<file path="config.mk">
export PLATFORM = sky130hd
export DESIGN_NAME = arc4_decrypt_fsm
export DESIGN_NICKNAME = d
export VERILOG_FILES = /design/src/rtl/arc4_decrypt_fsm.sv
export SDC_FILE = /design/constraint.sdc
export NUM_CORES = 1
export LEC_CHECK = 0
export ABC_AREA = 1
export CAP_MARGIN = 20
export CORE_MARGIN = 4
export CORE_UTILIZATION = 30
export DETAILED_ROUTE_END_ITERATION = 12
export PLACE_DENSITY = 0.59
export SLEW_MARGIN = 40
export SYNTH_ARGS = -nofsm -noshare
export SYNTH_HDL_FRONTEND = slang
export SYNTH_SLANG_ARGS = --single-unit
</file>
<file path="constraint.sdc">
create_clock -name clock -period 4.35 [get_ports clock]
set_input_delay 1.0875 -clock clock [delete_from_list [all_inputs] [get_ports clock]]
set_output_delay 1.0875 -clock clock [all_outputs]
set_load 0.005 [all_outputs]
</file>
<file path="src/rtl/arc4_decrypt_fsm.sv">
// ARC4 PRGA stage: walks the key-scheduled S array, swaps entries and
// XORs each keystream byte with the encrypted ROM into the output RAM.
module arc4_decrypt_fsm #(
    parameter int MSG_LEN = 32,
    parameter int MSG_AW  = 5
) (
    input  logic              clock,
    input  logic              reset,
    input  logic              start,
    output logic              finish,
    output logic [7:0]        s_address,
    output logic [7:0]        s_data,
    output logic              s_wren,
    input  logic [7:0]        s_q,
    output logic [MSG_AW-1:0] rom_address,
    input  logic [7:0]        rom_q,
    output logic [MSG_AW-1:0] out_address,
    output logic [7:0]        out_data,
    output logic              out_wren
);

    typedef enum logic [3:0] {
        IDLE,
        READ_I,
        LOAD_I,
        READ_J,
        LOAD_J,
        WRITE_I,
        WRITE_J,
        READ_F,
        LOAD_F,
        WRITE_OUT,
        DONE
    } state_t;

    localparam logic [MSG_AW:0] K_LAST = (MSG_AW + 1)'(MSG_LEN - 1);

    state_t          state_q, state_d;
    logic [7:0]      i_q, i_d;
    logic [7:0]      j_q, j_d;
    logic [7:0]      si_q, si_d;
    logic [7:0]      sj_q, sj_d;
    logic [7:0]      f_q, f_d;
    logic [7:0]      enc_q, enc_d;
    logic [MSG_AW:0] k_q, k_d;

    always_ff @(posedge clock) begin
        if (reset) begin
            state_q <= IDLE;
            i_q     <= '0;
            j_q     <= '0;
            si_q    <= '0;
            sj_q    <= '0;
            f_q     <= '0;
            enc_q   <= '0;
            k_q     <= '0;
        end else begin
            state_q <= state_d;
            i_q     <= i_d;
            j_q     <= j_d;
            si_q    <= si_d;
            sj_q    <= sj_d;
            f_q     <= f_d;
            enc_q   <= enc_d;
            k_q     <= k_d;
        end
    end

    always_comb begin
        state_d     = state_q;
        i_d         = i_q;
        j_d         = j_q;
        si_d        = si_q;
        sj_d        = sj_q;
        f_d         = f_q;
        enc_d       = enc_q;
        k_d         = k_q;
        finish      = 1'b0;
        s_address   = '0;
        s_data      = '0;
        s_wren      = 1'b0;
        rom_address = '0;
        out_address = '0;
        out_data    = '0;
        out_wren    = 1'b0;

        unique case (state_q)
            IDLE: begin
                if (start) begin
                    i_d     = 8'd1;
                    j_d     = 8'd0;
                    k_d     = '0;
                    state_d = READ_I;
                end
            end
            READ_I: begin
                s_address = i_q;
                state_d   = LOAD_I;
            end
            LOAD_I: begin
                si_d    = s_q;
                j_d     = j_q + s_q;
                state_d = READ_J;
            end
            READ_J: begin
                s_address = j_q;
                state_d   = LOAD_J;
            end
            LOAD_J: begin
                sj_d    = s_q;
                state_d = WRITE_I;
            end
            WRITE_I: begin
                s_address = i_q;
                s_data    = sj_q;
                s_wren    = 1'b1;
                state_d   = WRITE_J;
            end
            WRITE_J: begin
                s_address = j_q;
                s_data    = si_q;
                s_wren    = 1'b1;
                state_d   = READ_F;
            end
            READ_F: begin
                s_address   = si_q + sj_q;
                rom_address = k_q[MSG_AW-1:0];
                state_d     = LOAD_F;
            end
            LOAD_F: begin
                f_d     = s_q;
                enc_d   = rom_q;
                state_d = WRITE_OUT;
            end
            WRITE_OUT: begin
                out_address = k_q[MSG_AW-1:0];
                out_data    = f_q ^ enc_q;
                out_wren    = 1'b1;
                k_d         = k_q + 1'b1;
                i_d         = i_q + 8'd1;
                state_d     = (k_q == K_LAST) ? DONE : READ_I;
            end
            DONE: begin
                finish  = 1'b1;
                state_d = IDLE;
            end
            default: state_d = IDLE;
        endcase
    end

endmodule

</file>
==> reports/metrics.json, run 1 <==
{
  "setup_path": {
    "timing.rr.start": "state_q[0]",
    "worstPathArrival_ps": 2350,
    "worst-r2r-setup-slack_ps": 2590,
    "path_cells": "inv_1, nand2_1, inv_2, nand2_4, o31ai_4, a22oi_1, nand2_1, clkdlybuf4s50_1",
    "timing_worst_setup_path_type": "register to primary output",
    "critPathLaunchType": "register",
    "max_stage_delay_ps": 450,
    "cp_common_cell": "sky130_fd_sc_hd__nand2_1",
    "slowest_cp_cell": "sky130_fd_sc_hd__clkdlybuf4s50_1",
    "worst_setup_path_endpoint": "s_address[4]",
    "crit_path_start": "state_q[3]",
    "worst-endpoint-required_ps": 3260,
    "regToRegEndpoint": "f_q[3]",
    "setup.worst_path.end_class": "primary output",
    "cp_max_fanout": 16,
    "worst-r2r-cell-count": 6
  },
  "layout": {
    "number_of_nets_in_the_finished_design": 588,
    "synthToLayoutAreaGrowth_pct": 28.0,
    "n_antenna_cell": 0,
    "post_route_cells_drive_above_1_share_pct": 6.83
  },
  "power_and_ir_drop": {
    "combinationalPowerShare_pct": 13.4,
    "power.switching_fraction_pct": 26.2,
    "part_of_the_total_power_dissipated_in_the_clock_network_pct": 46.2,
    "power_switching_uw": 375,
    "seqPwrFrac_pct": 40.4,
    "power.leakage_uw": 0.00181,
    "powerDensity_nw_per_um2": 330,
    "internal_power_summed_over_all_cells_uw": 1060,
    "ir_drop_uv": 233
  },
  "grt": {
    "grt_pass1_vias": 3241,
    "antenna_found_initial": 0,
    "grt_util_all_layers_pct": 14.7,
    "grt_overflow_total": 0,
    "maximum_number_of_pins_on_one_net_before_global_route_repair": 21,
    "global_route_wire_length_before_repair_microns": 15600
  },
  "yosys": {
    "synth_top_cells_by_count": "sky130_fd_sc_hd__nor2_1 (100), sky130_fd_sc_hd__nand2_1 (96), sky130_fd_sc_hd__dfxtp_1 (58)",
    "ys_seq_area_share_pct": 34.3,
    "yosys_warnings": 0,
    "netlist.top_cell.by_area": "sky130_fd_sc_hd__dfxtp_1",
    "post_synth_inst_count": 495,
    "syn-cell-area_sq_um": 3380,
    "yosysMostFrequentCell": "sky130_fd_sc_hd__nor2_1",
    "yosys-top-cells-area": "sky130_fd_sc_hd__dfxtp_1 (34%), sky130_fd_sc_hd__nor2_1 (11%), sky130_fd_sc_hd__nand2_1 (11%)",
    "ffs_w_async_s_r_synth_pct": 0,
    "yosysUniqueCellTypes": 35,
    "fraction_of_post_synthesis_cell_area_in_the_top_cell_type_by_area_pct": 34.3,
    "ys_ff_latch": 58,
    "postSynthAreaPerCell_sq_um": 6.83,
    "main_flop_type_after_synthesis": "sky130_fd_sc_hd__dfxtp_1",
    "synth_edf_count": 0,
    "mappedNetlistNets": 532
  },
  "run_status": {
    "status": "completed"
  },
  "clock_tree": {
    "cts_buffer_depth": 2,
    "sinks_on_the_clock_net": 58,
    "clock_insertion_delay_worst_skew_ps": 320,
    "ctsHtreeMaxLevel": 3,
    "post-cts-setup-buffers": 0,
    "cts_tree": "built",
    "ctsRootBufferMaster": "sky130_fd_sc_hd__clkbuf_16",
    "cts_inserted_buffers": 9,
    "cts_hold_buffers": 0,
    "post_cts_resized": 0,
    "worst_setup_hold_path_clk_slew_ps": 50
  },
  "routing": {
    "route.detailed.vias_per_inst": 4.73,
    "post_drt_wl_per_cell_microns": 13.2,
    "ant_nets": 0,
    "drt_pre_antenna_iters": 5,
    "routed-via-count": 3291,
    "drt-total-wl_microns": 9190,
    "remaining_drc_errors": 0,
    "drtIter0Drc": 226
  },
  "floorplan": {
    "die_x_microns": 114,
    "pin_count": 56,
    "die_height_microns": 114,
    "die-area_sq_um": 13000,
    "placementRows": 38,
    "placeableCoreArea_sq_um": 10900,
    "start_util_pct": 30.9
  },
  "placed_design": {
    "place.detailed.hpwl_microns": 6830,
    "dp_slack_ps": 1250,
    "portBuffers": 55,
    "gpl_congestion": 0.798
  },
  "sta": {
    "setup_repair_after_global_routing_missed_its_margin": "no",
    "timing_hold_violations_final": 0,
    "timing.clock.skew_ps": 7.32,
    "worst_pin_slew_ps": 518,
    "relSlewSlack_pct": 65.4,
    "finalCriticalPeriod_ps": 3440,
    "finalMaxSlewViolations": 0,
    "timing.final.ws_setup_ps": 909,
    "finalSetupViolations": 0,
    "fin_crit_sh_pct": 79.1,
    "fmax_mhz": 291,
    "final_sum_of_negative_setup_slack_ps": 0
  },
  "worst_hold_path": {
    "timing.hold.worst.class": "register to register"
  },
  "run": {
    "timing.max_cap.violations": 0
  }
}
cell usage in the layout, fill, tap and decap left out, types with 4 or more instances in the layout:
master	synthesis	layout
sky130_fd_sc_hd__a21oi_1	33	33
sky130_fd_sc_hd__a22oi_1	6	6
sky130_fd_sc_hd__clkbuf_16	0	9
sky130_fd_sc_hd__clkdlybuf4s50_1	0	55
sky130_fd_sc_hd__dfxtp_1	58	58
sky130_fd_sc_hd__ha_1	16	16
sky130_fd_sc_hd__inv_1	39	39
sky130_fd_sc_hd__inv_2	6	6
sky130_fd_sc_hd__nand2_1	96	96
sky130_fd_sc_hd__nand3_1	36	36
sky130_fd_sc_hd__nand4_1	4	4
sky130_fd_sc_hd__nor2_1	100	100
sky130_fd_sc_hd__nor2_4	5	5
sky130_fd_sc_hd__nor3_1	5	5
sky130_fd_sc_hd__o21ai_0	44	44
sky130_fd_sc_hd__or2_2	4	4
sky130_fd_sc_hd__xnor2_1	9	9
kinds of logic (layout without fill, tap and decap cells):
kind of cell             after synthesis  count (layout)  synth area share [%]
AO/OA/AOI/OAI                         93              93                  15.2
XOR/XNOR                              10              10                  2.59
adder cells (fa/ha/maj)               18              18                  7.10
buffers and inverters                 59             120                  7.66
flip-flops                            58              58                  34.3
AND/OR/NAND/NOR                      257             257                  33.1
flip-flops by register name (all words and copies together), names as in the netlist:
register,cells
si_q,8
j_q,8
enc_q,8
state_q,4
i_q,8
f_q,8
sj_q,8
k_q,6
how the worst min path moves through the flow:
stage / from / end / slack, ps / cells past startpoint
5_1_grt: i_q[3] / i_q[3] / 520 / 2
3_3_place_gp: i_q[3] / i_q[3] / 470 / 2
4_1_cts: i_q[3] / i_q[3] / 490 / 2
2_1_floorplan: i_q[3] / i_q[3] / 450 / 2
6_report: i_q[3] / i_q[3] / 500 / 2
3_5_place_dp: i_q[3] / i_q[3] / 480 / 2
power groups by stage:
stage                     sequential (uW)  clock [uW]  combinational (uW)
after floorplan                       581           0                 135
after global placement                588           0                 189
after detailed placement              588           0                 192
after CTS                             577         676                 192
after global routing                  580         698                 219
final                                 577         661                 192
area by class of cell:
class	count	area, sq um
flip-flops and latches	58	1160
multi-input cells	378	1960
well taps	140	175
fillers	1155	6610
clock inverters	2	10.0
clock buffers	14	274
repair buffers	58	573
inverters	46	173
metal layers:
layer	vias to the layer above	track usage, %	routed length, microns
met3	4	3.91	576
met4	0	2.53	42
met5	-	0	0
li1	1731	-	-
met1	1463	20.6	4550
met2	93	23.0	4020
through the flow:
stage,cell area (sq um),hold slack [ps],util [%],total power (uW),std cells
3_5_place_dp,4040,483,37.0,780,680
2_1_floorplan,3380,447,-,716,495
5_1_grt,4330,520,39.6,1500,696
6_report,4330,496,39.6,1430,696
3_3_place_gp,4040,475,37.0,777,680
4_1_cts,4330,490,39.6,1450,696
worst max-delay path, delay by kind of cell (launching register included):
| family | cells | cell delay (ps) |
|---|---|---|
| compound gates | 2 | 390 |
| flops | 1 | 430 |
| simple gates | 3 | 450 |
| buf+inv | 3 | 770 |
Note: power is estimated with default switching activity, not from simulation.
==> run 2, diff against run 1 <==
Settings changed: PLACE_DENSITY 0.59 to 0.61.
Clock period 4.35 ns to 2.8 ns, I/O delays scaled along.
==> reports/metrics.json, run 2 (synthesis gave the netlist of run 1 again) <==
{
  "run_status": {
    "status": "completed"
  },
  "sta": {
    "relSlewSlack": {"value": 67.3, "unit": "%", "change": "+1.9 points"},
    "timing.clock.skew": {"value": 4.82, "unit": "ps", "change": "-2.51 ps"},
    "finalMaxSlewViolations": {"value": 0, "change": "unchanged"},
    "final_sum_of_negative_setup_slack": {"value": 0, "unit": "ps", "change": "unchanged"},
    "fin_crit_sh_pct": 95.9,
    "worst_pin_slew": {"value": 489, "unit": "ps", "change": "-28.7 ps"},
    "finalSetupViolations": {"value": 0, "change": "unchanged"},
    "fmax_mhz": 373,
    "timing_hold_violations_final": {"value": 0, "change": "unchanged"},
    "setup_repair_after_global_routing_missed_its_margin": "yes",
    "finalCriticalPeriod_ps": 2680
  },
  "setup_path": {
    "setup.worst_path.end_class": "primary output",
    "cp_max_fanout": {"value": 5, "change": "-11"},
    "worstPathArrival": {"value": 1980, "unit": "ps", "change": "-370 ps"},
    "timing_worst_setup_path_type": "register to primary output",
    "critPathLaunchType": "register",
    "worst-endpoint-required": {"value": 2100, "unit": "ps", "change": "-1160 ps"}
  },
  "power_and_ir_drop": {
    "powerDensity": {"value": 493, "unit": "nW/um^2", "change": "+49%"},
    "power.leakage": {"value": 0.00188, "unit": "uW", "change": "+3.8%"},
    "ir_drop": {"value": 322, "unit": "uV", "change": "+38%"}
  },
  "grt": {
    "antenna_found_initial": {"value": 0, "change": "unchanged"},
    "grt_util_all_layers": {"value": 15.0, "unit": "%", "change": "+0.29 points"},
    "grt_overflow_total": {"value": 0, "change": "unchanged"},
    "grt_pass1_vias": {"value": 3323, "change": "+2.5%"},
    "maximum_number_of_pins_on_one_net_before_global_route_repair": {"value": 21, "change": "unchanged"},
    "global_route_wire_length_before_repair": {"value": 15900, "unit": "microns", "change": "+1.9%"}
  },
  "layout": {
    "fin_area": {"value": 4540, "unit": "sq um", "change": "+4.9%"},
    "most_common_cell_after_layout_fill_and_taps_aside": "sky130_fd_sc_hd__nor2_1",
    "n_antenna_cell": {"value": 0, "change": "unchanged"},
    "layoutNonFillerInstCount": {"value": 707, "change": "+1.6%"},
    "multiInputGateArea": {"value": 2100, "unit": "sq um", "change": "+6.9%"},
    "number_of_nets_in_the_finished_design": {"value": 600, "change": "+2.0%"},
    "synthToLayoutAreaGrowth_pct": 34.2,
    "final_cell_mix": "sky130_fd_sc_hd__nor2_1 (99), sky130_fd_sc_hd__nand2_1 (92), sky130_fd_sc_hd__dfxtp_1 (51), sky130_fd_sc_hd__clkdlybuf4s50_1 (50), sky130_fd_sc_hd__o21ai_0 (42)",
    "ff_latch_area": {"value": 1170, "unit": "sq um", "change": "+0.75%"},
    "post_route_cells_drive_above_1_share": {"value": 13.8, "unit": "%", "change": "+6.9 points"},
    "nFillCells": {"value": 1167, "change": "+1.0%"}
  },
  "floorplan": {
    "die_x": {"value": 114, "unit": "microns", "change": "unchanged"},
    "placeableCoreArea": {"value": 10900, "unit": "sq um", "change": "unchanged"},
    "pin_count": {"value": 56, "change": "unchanged"},
    "placementRows": {"value": 38, "change": "unchanged"},
    "die_height": {"value": 114, "unit": "microns", "change": "unchanged"},
    "die-area": {"value": 13000, "unit": "sq um", "change": "unchanged"},
    "start_util": {"value": 30.9, "unit": "%", "change": "unchanged"}
  },
  "routing": {
    "dr_wl_met2": {"value": 4230, "unit": "microns", "change": "+5.2%"},
    "ant_nets": {"value": 0, "change": "unchanged"},
    "sum_of_met3_wire_segment_lengths_after_detailed_routing": {"value": 565, "unit": "microns", "change": "-1.9%"},
    "post_drt_wl_per_cell": {"value": 13.6, "unit": "microns", "change": "+3.1%"},
    "maxUsedRoutingLayer": "met4",
    "drt_pre_antenna_iters": {"value": 4, "change": "-1"},
    "routed-via-count": {"value": 3400, "change": "+3.3%"},
    "drtIter0Drc": {"value": 158, "change": "-30%"},
    "remaining_drc_errors": {"value": 0, "change": "unchanged"},
    "met1_length": {"value": 4660, "unit": "microns", "change": "+2.6%"},
    "route.detailed.vias_per_inst": {"value": 4.81, "change": "+1.7%"},
    "drt-total-wl": {"value": 9620, "unit": "microns", "change": "+4.7%"}
  },
  "clock_tree": {
    "cts_tree": "built",
    "cts_inserted_buffers": {"value": 9, "change": "unchanged"},
    "clock_insertion_delay_worst_skew": {"value": 320, "unit": "ps", "change": "about the same"},
    "sinks_on_the_clock_net": {"value": 58, "change": "unchanged"},
    "cts_hold_buffers": {"value": 0, "change": "unchanged"},
    "ctsHtreeMaxLevel": {"value": 3, "change": "unchanged"},
    "ctsRootBufferMaster": "sky130_fd_sc_hd__clkbuf_16",
    "worst_setup_hold_path_clk_slew": {"value": 50, "unit": "ps", "change": "about the same"},
    "cts_buffer_depth": {"value": 2, "change": "unchanged"}
  },
  "placed_design": {
    "gpl_congestion": {"value": 0.840, "change": "+5.3%"},
    "placed_cell_area": {"value": 4100, "unit": "sq um", "change": "+1.5%"},
    "post-place-cells": {"value": 688, "change": "+1.2%"},
    "place.detailed.hpwl": {"value": 6960, "unit": "microns", "change": "+2.0%"},
    "portBuffers": {"value": 55, "change": "unchanged"}
  },
  "worst_hold_path": {
    "timing.hold.worst.class": "register to register"
  },
  "run": {
    "timing.max_cap.violations": {"value": 0, "change": "unchanged"}
  }
}
[run 2: critical path, stage by stage (launching register included)]
cell and delay (ps):
sky130_fd_sc_hd__dfxtp_1 390, sky130_fd_sc_hd__ha_4 240, sky130_fd_sc_hd__a21oi_2 160, sky130_fd_sc_hd__o21a_1 160, sky130_fd_sc_hd__nand2_1 50, sky130_fd_sc_hd__nand2_1 50, sky130_fd_sc_hd__nand3_1 60, sky130_fd_sc_hd__nand2_1 60
sky130_fd_sc_hd__clkdlybuf4s50_1 490
[run 2: report_power, final]
group	total (uW)	internal, uW	switching, uW
combinational	336	136	200
clock	997	636	361
sequential	904	863	40.7
total	2240	1640	602
[run 2: layer usage]
metal | global-route usage (%) | up-vias
met1 | 20.0 | 1535
met5 | 0 | -
met4 | 4.59 | 0
met2 | 23.6 | 91
li1 | - | 1758
met3 | 4.12 | 16
[run 2: per-stage QoR]
stage | hold WS [ps] | total power, uW | setup WS [ps] | util, %
global placement | 467 | 1220 | 103 | 37.5
detailed placement | 486 | 1220 | 73.5 | 37.5
CTS | 493 | 2230 | 6.90 | 40.4
floorplan | 447 | 1110 | 670 | -
finish | 498 | 2240 | 116 | 41.5
global route | 526 | 2340 | -31.7 | 41.5
[run 2: path summary, 6_finish.rpt]
path,from,cells past startpoint,slack (ps),to
max,si_q[4],8,120,s_address[7]
min,i_q[2],2,500,i_q[2]
max reg2reg,state_q[0],7,1040,f_q[3]
min reg2reg,i_q[2],2,500,i_q[2]
[run 2: what timing repair did]
action	4_1_cts	5_1_grt
endpoints found under the hold margin	0	0
pin swaps	3	3
setup buffers	1	2
gates cloned	1	0
gates resized for setup	17	22
endpoints found under the setup margin	14	21
[run 2: final cells by class]
class | count | share of cell area (%)
multi-input combinational | 379 | 46.2
sequential | 58 | 25.8
timing repair buffer | 69 | 14.4
clock buffer | 12 | 5.65
tap | 140 | 3.86
inverter | 46 | 3.80
clock inverter | 3 | 0.331
